[src/rtl/sr_ff_bank.sv]
// sr_ff_bank: N clocked SR flip-flops with a selectable S=R=1 resolution
// policy, per-channel sticky conflict flags and a saturating counter of
// cycles in which any channel saw a conflict.
//
// Interface contract: there is no handshake. Every input is sampled on each
// rising clk edge while en=1. With en=0 the whole bank (Q, flags, counter)
// is frozen, and both clear inputs are ignored. Q/conflict/cnfl_cnt are
// registered; Qn and any_cnfl are pure combinational views of those
// registers, so they never lag behind them.
module sr_ff_bank #(
    parameter int             N     = 4,
    parameter int             MODE  = 0,
    parameter int             CNT_W = 8,
    parameter logic [N-1:0]   INIT  = '0
) (
    input  logic             clk,
    input  logic             rst,
    input  logic             en,
    input  logic [N-1:0]     S,
    input  logic [N-1:0]     R,
    input  logic [N-1:0]     clr_flag,
    input  logic             clr_cnt,
    output logic [N-1:0]     Q,
    output logic [N-1:0]     Qn,
    output logic [N-1:0]     conflict,
    output logic             any_cnfl,
    output logic [CNT_W-1:0] cnfl_cnt
);

    // Conflict policy encodings.
    localparam int MODE_HOLD   = 0;
    localparam int MODE_SET    = 1;
    localparam int MODE_RESET  = 2;
    localparam int MODE_TOGGLE = 3;

    localparam logic [CNT_W-1:0] CNT_MAX = {CNT_W{1'b1}};
    localparam logic [CNT_W-1:0] CNT_ONE = CNT_W'(1);

    // Reject out-of-range parameters at elaboration rather than mapping
    // them onto some legal behaviour.
    generate
        if (MODE < 0 || MODE > 3) begin : g_bad_mode
            $error("sr_ff_bank: MODE must be 0..3");
        end
        if (N < 1 || N > 32) begin : g_bad_n
            $error("sr_ff_bank: N must be 1..32");
        end
        if (CNT_W < 2 || CNT_W > 16) begin : g_bad_cnt_w
            $error("sr_ff_bank: CNT_W must be 2..16");
        end
    endgenerate

    logic [N-1:0]     q_next;
    logic [N-1:0]     flag_next;
    logic [N-1:0]     sr_both;
    logic             cycle_cnfl;
    logic [CNT_W-1:0] cnt_next;

    assign sr_both    = S & R;
    assign cycle_cnfl = |sr_both;

    // Per-channel next state: plain SR behaviour, with the S=R=1 case
    // resolved by the elaboration-time policy.
    always_comb begin
        q_next = Q;
        for (int i = 0; i < N; i++) begin
            unique case ({S[i], R[i]})
                2'b10:   q_next[i] = 1'b1;
                2'b01:   q_next[i] = 1'b0;
                2'b11: begin
                    case (MODE)
                        MODE_SET:    q_next[i] = 1'b1;
                        MODE_RESET:  q_next[i] = 1'b0;
                        MODE_TOGGLE: q_next[i] = ~Q[i];
                        default:     q_next[i] = Q[i];
                    endcase
                end
                default: q_next[i] = Q[i];
            endcase
        end
    end

    // Sticky flag: a new conflict wins over a clear in the same cycle.
    always_comb begin
        flag_next = sr_both | (conflict & ~clr_flag);
    end

    // Counter: counts cycles (not channels) with a conflict; a clear in a
    // conflict cycle restarts at 1 so that conflict is not lost.
    always_comb begin
        cnt_next = cnfl_cnt;
        if (clr_cnt) begin
            cnt_next = cycle_cnfl ? CNT_ONE : '0;
        end else if (cycle_cnfl && (cnfl_cnt != CNT_MAX)) begin
            cnt_next = cnfl_cnt + CNT_ONE;
        end
    end

    // State registers: async reset, everything frozen while en=0.
    always_ff @(posedge clk or posedge rst) begin
        if (rst) begin
            Q        <= INIT;
            conflict <= '0;
            cnfl_cnt <= '0;
        end else if (en) begin
            Q        <= q_next;
            conflict <= flag_next;
            cnfl_cnt <= cnt_next;
        end
    end

    assign Qn       = ~Q;
    assign any_cnfl = |conflict;

endmodule
[config.mk]
export PLATFORM = sky130hd
export DESIGN_NAME = sr_ff_bank
export DESIGN_NICKNAME = d
export VERILOG_FILES = /design/src/rtl/sr_ff_bank.sv
export SDC_FILE = /design/constraint.sdc
export NUM_CORES = 1
export LEC_CHECK = 0
export BUFFER_PORTS_ARGS = -buffer_cell sky130_fd_sc_hd__buf_2
export CORE_UTILIZATION = 54
export CTS_BUF_LIST = sky130_fd_sc_hd__clkbuf_8
export CTS_CLUSTER_DIAMETER = 80
export DETAILED_ROUTE_END_ITERATION = 8
export GPL_ROUTABILITY_DRIVEN = 0
export PLACE_DENSITY_LB_ADDON = 0.08
export SLEW_MARGIN = 15
export SYNTH_ARGS = -nofsm -noshare
export SYNTH_HDL_FRONTEND = slang
export SYNTH_SLANG_ARGS = --single-unit
[constraint.sdc]
create_clock -name clk -period 3.5 [get_ports clk]
set_input_delay 0.175 -clock clk [delete_from_list [all_inputs] [get_ports clk]]
set_output_delay 0.175 -clock clk [all_outputs]
set_load 0.005 [all_outputs]
==> metrics <==
total number of vias=between 900 and 1,000; Synth warnings=0; Largest delay share family, worst path=compound AO/OA/AOI/OAI gates; fin crit period=roughly 1.7 ns; RSZ-0062 raised after global routing=no; DRT antenna net count=0; asr flop ratio synth=between 90% and 100%; final cell count without fillers=169; Main synth FF type=dfrtp_1; flops & latches, synth=16; Initial Util=roughly three fifths; number of flops mapped to enable cells by yosys=0; Pleak=around 0.66 nW; Yosys top cell area share=39.4%; setup bufs post-CTS=0; library cells used by synthesis=36; Fmax=576 MHz; IO Port Bufs=36; final core utilization=a little under three quarters; Layout fillers=between 100 and 150; DRC Markers=0; total CTS buffers=3; register area share after synthesis=between 30% and 40%; R2R Setup Slk=between 1.5 and 2 ns; CP max stage cell=dfrtp_1; Inserted Diodes=0; status=complete, but fails checks; first-pass GRT wire length=roughly 3700 um; DRT iter0 DRCs=13; hpwl dp=around 1600 um; Synth top cells by count=16 x dfrtp_1, 12 x inv_1, 11 x nand2_1; Syn Nets=132; initial antenna violation count=0; Critical Path Stages=5; r2r worst-path depth=5; TritonRoute pass-1 iters=4; Worst-path clk slew=roughly 0.070 ns; reg-to-reg critical path endpoint=cnfl_cnt[7]; Row Count=15; placed cells=165; CP Launch Type=flip-flop; Slew Limit Fails=0; Clk Tree Root Cell=clkbuf_8; Critical Path Sink Type=flip-flop; Mapped Cells=roughly 110; Post-CTS Resized=0; Bufs on Longest Clock Path=2; final worst slack=approximately 1.8 ns; Worst R2R Start=cnfl_cnt[0]; final wirelength=roughly 2200 um; core area=~0.0017 mm^2; worst path cell trace=ha_1 -> and3_2 -> a2111oi_0 -> o21ai_0 -> a21o_1; grt ovf=0; H-tree levels=1; Slew headroom=between 50% and 60%; routed wire length per instance=roughly 13 um; CTS tree=done; leading area contributor after synthesis=dfrtp_1; Max VDD drop=between 0.0003 and 0.0004 V; vias per cell=5.53; Clock Latency Late Sink=0.25 ns; failing checks=hold timing; Setup TNS=0 ns; Area Growth Syn to Fin=23.5%; hold_ws=-0.00691 ns; GRT Resource Usage Total=24.6%; CP arrival=about 1.9 ns; Crit Path Category=flip-flop to flip-flop; fin nets=between 150 and 200; dpl ws=1.78 ns; layout cells sized above 1=between 30% and 40%; Tightest Hold Check Type=input port to asynchronous set/reset pin; count leader, synth=dfrtp_1; Post-CTS Hold Fix Bufs=0; Die W=roughly 45 um; worst-path maximum fanout=6; Synth area leaders=dfrtp_1 39%, ha_1 11%, inv_1 4.4%; largest net degree at the start of global routing=27; synthesized cell area=between 0.001 and 0.0015 mm^2; vias in the first global route=~840; Power, Total=between 0.0005 and 0.0006 W; PD cells=roughly 450 mW/mm^2; Ports=37; Worst path max stage delay=approximately 0.43 ns; Crit path buffers/inverters=0; Max-cap violations=0; Die ar.=between 0.002 and 0.0025 mm^2; Final setup viols=0; Clock Skew=roughly 0.00059 ns; Chip Height=45.4 um; Tightest Pin Transition=approximately 0.62 ns; Clock Sinks=16; final hold violation count=16; part of the cycle the worst path needs=about half; CP required=approximately 3.6 ns; Mapped Avg Cell Area=roughly 9.5 um^2
[cell usage in the layout, fill, tap and decap left out, types with 2 or more instances in the layout]
cell type  instances
nand2_1           11
dfrtp_1           16
ha_1               9
inv_1             12
nand4_1            2
o211ai_1           3
a21oi_1            6
or2b_1             2
o21ai_0            6
a22o_1             3
nand2b_1           4
nor2_1             2
buf_2             36
nand3_1            4
nor4_1             2
o22ai_1            3
clkbuf_8           4
[per-stage QoR]
step	area [um^2]	hold WS, ns
after floorplan	1020	0.0887
after global placement	1200	0.279
after detailed placement	1200	0.289
after CTS	1260	0.0142
after global routing	1260	0.0557
final	1260	-0.00691
[metal layers]
metal	wire length, um	GRT usage (%)	vias to the layer above	share of wire [%]
li1	-	-	458	-
met1	989	33.2	439	45
met2	1090	39.4	33	49
met3	100	4.76	5	4.5
met4	28	7.88	0	1.3
met5	0	0	-	0
[power by group]
group          internal [W]  switching, W  leakage (nW)
registers          0.000213     0.0000366         0.203
logic             0.0000740     0.0000705         0.425
clock network     0.0000998     0.0000659        0.0288
total              0.000387      0.000173         0.656
[final cells by class]
class,instances,area [um^2],area share [%]
Multi-Input combinational cell,76,544,43.3
Sequential cell,16,400,31.9
Timing Repair Buffer,36,180,14.3
Clock buffer,4,55.1,4.38
Inverter,12,45.0,3.59
Tap cell,25,31.3,2.49
[sequential cells by signal, summed over array words and instances (netlist names)]
signal,count
Q,4
cnfl_cnt,8
conflict,4
[worst max path at each step]
| stage | to | slack [ns] | from |
|---|---|---|---|
| 2_1_floorplan | cnfl_cnt[7] | 1.89 | cnfl_cnt[0] |
| 3_3_place_gp | cnfl_cnt[1] | 1.80 | R[1] |
| 3_5_place_dp | cnfl_cnt[1] | 1.78 | R[1] |
| 4_1_cts | cnfl_cnt[7] | 1.77 | cnfl_cnt[0] |
| 5_1_grt | cnfl_cnt[7] | 1.63 | cnfl_cnt[0] |
| 6_report | cnfl_cnt[7] | 1.76 | cnfl_cnt[0] |
[kinds of logic (layout without fill, tap and decap cells)]
family	after synthesis	after routing	share of synthesized area, %
compound gates	30	30	21.0
fa+ha+maj	9	9	11.1
buf+inv	15	52	7.13
flops	16	16	39.4
mux	1	1	1.11
simple gates	36	36	20.3
Power figures use the tool's default switching activity.
